$ cat src/rtl/vector_complement_unit.sv
// Two-stage, valid/ready pipelined per-lane complement unit.
// Each lane can independently pass, ones-complement, negate or take the
// absolute value of its operand. Stage 1 selects and applies the inversion;
// stage 2 adds the +1 that turns an inversion into a twos-complement negate.
// Lanes never exchange carries, so every lane is a narrow independent
// inverter and incrementer.
module vector_complement_unit #(
    parameter int WIDTH = 8,
    parameter int LANES = 4
) (
    input  logic                     clk,
    input  logic                     rst_n,
    input  logic                     in_valid,
    output logic                     in_ready,
    input  logic [LANES*WIDTH-1:0]   in_data,
    input  logic [1:0]               in_mode,
    input  logic [LANES-1:0]         in_mask,
    output logic                     out_valid,
    input  logic                     out_ready,
    output logic [LANES*WIDTH-1:0]   out_data,
    output logic [LANES-1:0]         out_ovf
);

    typedef enum logic [1:0] {
        MODE_PASS = 2'b00,
        MODE_ONES = 2'b01,
        MODE_NEG  = 2'b10,
        MODE_ABS  = 2'b11
    } mode_e;

    // Most negative lane value: the one operand whose negation does not fit.
    localparam logic [WIDTH-1:0] MIN_VAL = {1'b1, {(WIDTH-1){1'b0}}};

    mode_e                   mode;

    // Stage 1 next-state values and registers.
    logic [LANES*WIDTH-1:0]  s1_data_d;
    logic [LANES-1:0]        s1_cin_d;
    logic [LANES-1:0]        s1_min_d;

    logic                    s1_valid;
    logic [LANES*WIDTH-1:0]  s1_data;
    logic [LANES-1:0]        s1_cin;
    logic [LANES-1:0]        s1_min;

    // Stage 2 next-state values; the stage 2 registers are the outputs.
    logic [LANES*WIDTH-1:0]  s2_data_d;
    logic [LANES-1:0]        s2_ovf_d;
    logic                    s2_valid;

    // Pipeline advance enables.
    logic                    s1_load;
    logic                    s2_load;

    assign mode = mode_e'(in_mode);

    // Stage 2 frees up whenever it is empty or its beat leaves this cycle;
    // stage 1 can then refill behind it. in_ready is exactly the stage 1
    // load condition, so a full pipeline with a draining output still
    // accepts a new beat every cycle.
    assign s2_load   = !s2_valid || out_ready;
    assign s1_load   = !s1_valid || s2_load;
    assign in_ready  = !s1_valid || !s2_valid || out_ready;
    assign out_valid = s2_valid;

    // Stage 1 lane decode: choose inversion, carry-in and min-value detect.
    always_comb begin
        // NOTE: every combinational output gets a default before the loop so
        // no path leaves it unassigned and no latch is inferred.
        s1_data_d = '0;
        s1_cin_d  = '0;
        s1_min_d  = '0;
        for (int i = 0; i < LANES; i++) begin
            logic [WIDTH-1:0] lane;
            logic             neg_lane;
            logic             inv_lane;
            lane     = in_data[i*WIDTH +: WIDTH];
            // Negate in mode 10, and in mode 11 only for negative operands.
            neg_lane = in_mask[i] &&
                       ((mode == MODE_NEG) || ((mode == MODE_ABS) && lane[WIDTH-1]));
            inv_lane = neg_lane || (in_mask[i] && (mode == MODE_ONES));
            s1_data_d[i*WIDTH +: WIDTH] = inv_lane ? ~lane : lane;
            s1_cin_d[i] = neg_lane;
            s1_min_d[i] = (lane == MIN_VAL);
        end
    end

    // Stage 2 lane arithmetic: finish the negate and flag the unrepresentable case.
    always_comb begin
        s2_data_d = '0;
        s2_ovf_d  = '0;
        for (int i = 0; i < LANES; i++) begin
            // Sum is truncated to the lane width: the carry out of one lane
            // never reaches its neighbour.
            s2_data_d[i*WIDTH +: WIDTH] = s1_data[i*WIDTH +: WIDTH]
                                        + {{(WIDTH-1){1'b0}}, s1_cin[i]};
            s2_ovf_d[i] = s1_cin[i] && s1_min[i];
        end
    end

    // Stage 1 register: captures a beat (with its mode and mask effects) on input transfer.
    always_ff @(posedge clk or negedge rst_n) begin
        // NOTE: datapath registers are reset along with the valid bits so the
        // outputs read as zero during reset rather than as stale data.
        if (!rst_n) begin
            s1_valid <= 1'b0;
            s1_data  <= '0;
            s1_cin   <= '0;
            s1_min   <= '0;
        end else if (s1_load) begin
            // NOTE: non-blocking assignment for all state, so each register
            // samples pre-edge values regardless of block ordering.
            s1_valid <= in_valid;
            if (in_valid) begin
                s1_data <= s1_data_d;
                s1_cin  <= s1_cin_d;
                s1_min  <= s1_min_d;
            end
        end
    end

    // Stage 2 register: drives the outputs and holds them while downstream stalls.
    always_ff @(posedge clk or negedge rst_n) begin
        if (!rst_n) begin
            s2_valid <= 1'b0;
            out_data <= '0;
            out_ovf  <= '0;
        end else if (s2_load) begin
            s2_valid <= s1_valid;
            if (s1_valid) begin
                out_data <= s2_data_d;
                out_ovf  <= s2_ovf_d;
            end
        end
    end

endmodule

$ cat config.mk
export PLATFORM = sky130hd
export DESIGN_NAME = vector_complement_unit
export DESIGN_NICKNAME = d
export VERILOG_FILES = /design/src/rtl/vector_complement_unit.sv
export SDC_FILE = /design/constraint.sdc
export NUM_CORES = 1
export LEC_CHECK = 0
export ABC_AREA = 1
export CAP_MARGIN = 20
export CORE_MARGIN = 4
export CORE_UTILIZATION = 52
export DETAILED_ROUTE_END_ITERATION = 16
export GPL_ROUTABILITY_DRIVEN = 0
export PLACE_DENSITY = 0.8
export REMOVE_ABC_BUFFERS = 1
export SYNTH_ARGS = -nofsm -noshare
export SYNTH_HDL_FRONTEND = slang
export SYNTH_SLANG_ARGS = --single-unit
$ cat constraint.sdc
create_clock -name clk -period 1.7 [get_ports clk]
set_input_delay 0.34 -clock clk [delete_from_list [all_inputs] [get_ports clk]]
set_output_delay 0.34 -clock clk [all_outputs]
set_load 0.02 [all_outputs]
[Yosys cells after proc, flatten, opt, wreduce, memory -nomap -nowiden]
Cells that the tools add are included.
Cells by class
  bitwise gates (word level): 4
  equality and inequality tests: 7
  reduce and logical (&&, ||, !) cells: 32
  multiplexer cells: 4
  $add $sub $neg: 4
Operator list (count)
  adder 8 x 1 -> 8 bit: 4
  equality test 8 bit (second input constant): 4
  two-way mux 8 bit: 4
  inverter 8 bit: 4
  logical AND 1 bit: 16
  logical OR 1 bit: 12
  equality test 2 bit (second input constant): 2
  AND reduction 2 bit: 2
  equality test 2 x 1 -> 1 bit (second input constant): 1
  logical NOT 1 bit: 2
Word-level totals
  bits in registers: 78
  logic and storage cells: 58

[Longest topological paths before layout]
Gate-level depths: netlist (run 1).
  depth after elaboration: 6
  depth in mapped cells: 8

[Least setup slack after synthesis (run 1)]
No wires, ideal clock.
  path kind: reg2reg
  start point: register s2_valid (netlist: out_valid)
  end point: register s1_data[16]
  path slack: 0.409 ns
  stages on the path, launching flop included: 7
  path buffers: 1
  period minus slack after synthesis: 1.291 ns
  data required time: 1.583 ns
  arrival: 1.175 ns
  cells stage by stage: dfrtp_1 nand3_4 nand2_8 inv_4 buf_6 nand3_2 nand2_1
Between the ends
  word-level cells in the longest chain between the ends: 4
Ends and longest elaborated chain
  start: declaration: RTL line 49  | logic s2_valid;
  start signal: assignment: RTL line 129  | s2_valid <= s1_valid;
  logical NOT 1 bit: RTL line 61  | assign s2_load = !s2_valid || out_ready;
  logical OR 1 bit: RTL line 61
  logical OR 1 bit: RTL line 62  | assign s1_load = !s1_valid || s2_load;
  AND reduction 2 bit (no source line)
  end signal: assignment: RTL line 115  | s1_data <= s1_data_d;
  end: declaration: RTL line 42  | logic [LANES*WIDTH-1:0] s1_data;
No other way between the ends.
A chain may end at the register's enable or synchronous reset.

[Final worst setup path (run 1)]
  start point: register out_ovf[0]
  end point: output port out_ovf[0]
RTL lines
  start: declaration: RTL line 21  | output logic [LANES-1:0] out_ovf
  start signal: assignment: RTL line 132  | out_ovf <= s2_ovf_d;
No word-level cell between the ends.

==> summary.md, run 1 <==
| Metric | Value |
|---|---|
| Outcome | `finished, final reports clean` |
| WHS Path Cells | `2` |
| Reg-to-reg endpoint | `out_data[12]` |
| R2R depth | `5` |
| Tcrit/Tclk final | `0.976` |
| Flops & latches, synth | `78` |
| Asr flop ratio synth | `1.00` |
| HPWL after DPL | `7.03 mm` |
| Nets@finish | `704` |
| Vias per cell | `5.11` |
| Height of the die | `99.8 microns` |
| Number of buffers and inverters on the critical path | `1` |
| GRT overflow | `0` |
| Post-Route Skew | `around 0.01 ns` |
| Min-Delay Endpoint | `out_data[5]` |
| Chip width | `99.8 microns` |
| Clk pwr share | `0.244` |
| Inserted Diodes | `0` |
| WP data arrival | `about 1.3 ns` |
| Max-slew violation count | `0` |
| Max Cap Viol | `0` |
| DR pass1 iterations | `4` |
| WL met2 | `just under 5 mm` |
| # setup viols final | `0` |
| Final Critical Period | `1.66 ns` |
| Min-Delay Path Class | `register to register` |
| Total Power | `5.80 mW` |
| Synth cell types | `26` |
| Yosys warnings | `0` |
| Starting Density | `0.534` |
| Post-synth EDFFs | `0` |
| Static leakage | `between 3 and 4 nW` |
| Mean post-synth cell area | `just under 8 sq um` |
| Top sig layer | `met4` |
| Commonest non-fill, non-tap cells in the layout | `nand2_1, dfrtp_1, nand3_1` |
| # rows | `33` |
| R2R setup slack | `approximately 0.24 ns` |
| First-pass GRT wire length | `about 17 mm` |
| Predominant post-synthesis flop cell | `dfrtp_1` |
| Area delta synth->final | `28.7%` |
| Total net switching power | `2.02 mW` |
| Crit-path slowest cell | `clkdlybuf4s50_1` |
| CTS max path bufs | `2` |
| Die area | `roughly 0.010 sq mm` |
| Detail Route Antenna Nets | `0` |
| Worst slew pin tran | `about 0.51 ns` |
| Pin count of the biggest net entering global routing | `79` |
| Total CTS buffers | `9` |
| Crit end category | `primary output` |
| Max transition margin | `0.658` |
| DRC viols | `0` |
| Mapped Cells | `~560` |
| DRT iter0 DRCs | `~150` |
| DR WL met3 | `approximately 430 microns` |
| HP Start | `out_data[5]` |
| Final hold slack | `around 0.47 ns` |
| Num ports | `80` |
| Power Density | `between 1000 and 1500 mW/mm^2` |
| Fmax | `~600 MHz` |
| Max FO, Critical Path | `2` |
| Commonest non-fill, non-tap cell in the layout | `nand2_1` |
| Util after Layout | `0.687` |
| Delay-heaviest family, CP | `buffers and inverters` |
| Peak VDD IR | `around 0.6 mV` |
| H-Tree Depth | `3` |
| Sequential fraction of design power | `0.434` |
| Root buf cell | `clkbuf_8` |
| Initial antenna violation count | `0` |
| Clock Sinks | `about 80` |
| Register area share after synthesis | `0.445` |
| Placed Cells | `roughly 750` |
| Layout cells sized above 1 | `0.123` |
| CTS tree | `yes` |
| Final std cells w/o fill | `between 700 and 800` |
| Gr usage total | `0.213` |
| Core area | `roughly 0.008 sq mm` |
| Crit path kind | `register to primary output` |
| Hold Vio Cnt, Final | `0` |
| Post-CTS Setup Bufs | `0` |
| Crit-path max cell delay | `0.60 ns` |
| WL met1 | `4.38 mm` |
| Internal power | `~3.8 mW` |
| Combinational share of power | `0.321` |
| R2R Path Start | `s1_cin[1]` |
| Vias in the first global route | `approximately 3,800` |
| Via count | `3,907` |
| Post-DP Area | `roughly 0.0054 sq mm` |
| Synth Cell Area | `roughly 0.0044 sq mm` |
| IO buf count | `about 80` |
| Clk slew on worst S/H paths | `approximately 0.08 ns` |
| Switch share | `0.347` |
| Final WL | `~9.9 mm` |
| Crit path required time | `1.36 ns` |
| CP Launch Type | `register` |
| WL per Instance | `~13 microns` |
| Cells along the critical path | `clkdlybuf4s50_1` |
| Clk Latency, worst-skew pair | `roughly 0.36 ns` |
| Final instance area | `around 0.0056 sq mm` |
## per-layer routing
layer	GRT usage	vias to the layer above
li1	-	1974
met1	0.280	1829
met2	0.348	89
met3	0.0466	15
met4	0.0788	0
met5	0	-
## stage by stage
step / setup TNS, ns / worst slack, ns
after detailed placement: -2.96 / -0.164
after global routing: -0.000403 / -0.000403
after global placement: -2.04 / -0.159
final: 0 / 0.0405
after floorplan: 0 / 0.242
after CTS: 0 / 0.0000824
## worst register-to-register path: stages, from the launching register on
cell and delay, ns:
dfrtp_1 0.40, ha_1 0.27, ha_1 0.22, nand3_1 0.14, xor2_1 0.17, o21ai_0 0.18
## cells by family (layout without fill, tap and decap cells)
kind of cell,Yosys count,count (layout),synth area share
simple gates,361,361,0.389
flops,78,78,0.445
buf+inv,72,173,0.0830
compound gates,32,32,0.0457
fa+ha+maj,8,8,0.0228
xor+xnor,7,7,0.0140
## area by class of cell
type                            count  area [sq um]
Sequential cell                    78          1950
Multi-Input combinational cell    408          2070
Tap cell                          105           131
Fill cell                         689          2570
Timing Repair Buffer              100          1070
Clock buffer                       11           141
Inverter                           57           216
Clock inverter                      5          58.8
## cell usage after synthesis, types with 2 or more instances
library cell  count  area share
inv_1            54       0.046
xnor2_1           3      0.0060
nand3_1          63       0.072
nand3_2          30       0.068
buf_4             4      0.0068
nand2_1         226        0.19
xor2_1            4      0.0080
o211ai_1          4      0.0068
o21bai_1          4      0.0068
nand2_2           7       0.010
dfrtp_1          78        0.45
ha_1              8       0.023
nand2_4           2      0.0051
nand4_1           9       0.013
inv_2             2      0.0017
nor2_1           22       0.019
buf_6            10       0.026
o21ai_0          18       0.021
a31oi_1           3      0.0043
## sequential cells by signal, indices dropped and copies added, names as in the netlist
signal / flops
s1_data: 32
out_valid: 1
out_data: 32
s1_cin: 4
out_ovf: 4
s1_valid: 1
s1_min: 4
## worst max path at each step
stage / endpoint / depth (start not counted) / startpoint
6_report: out_ovf[0] / 1 / out_ovf[0]
5_1_grt: out_data[1] / 1 / out_data[1]
4_1_cts: out_data[24] / 1 / out_data[24]
3_5_place_dp: in_ready / 4 / out_ready
3_3_place_gp: in_ready / 4 / out_ready
2_1_floorplan: s1_data[15] / 5 / out_valid
## power groups by stage
stage / Clock [mW] / Sequential [mW] / Combinational (mW)
floorplan: 0 / 2.82 / 0.721
global placement: 0 / 2.54 / 1.88
detailed placement: 0 / 2.56 / 1.93
CTS: 1.44 / 2.52 / 1.93
global route: 1.54 / 2.58 / 2.07
finish: 1.42 / 2.52 / 1.87
## what timing repair did
item | CTS | global route
gates resized for setup | 6 | 28
hold buffers | 1 | 0
endpoints found under the setup margin | 6 | 28
pin swaps | 0 | 0
endpoints found under the hold margin | 4 | 0
No activity file was read; power rests on OpenSTA's default activity.
==> inputs of run 2 (changes only) <==
--- a/config.mk
+++ b/config.mk
@@ -6,7 +6,6 @@
 export NUM_CORES = 1
 export LEC_CHECK = 0
 export ABC_AREA = 1
-export CAP_MARGIN = 20
 export CORE_MARGIN = 4
 export CORE_UTILIZATION = 52
 export DETAILED_ROUTE_END_ITERATION = 16
==> results of run 2 <==
The final DEF is identical to that of run 1; final timing and power are the same.
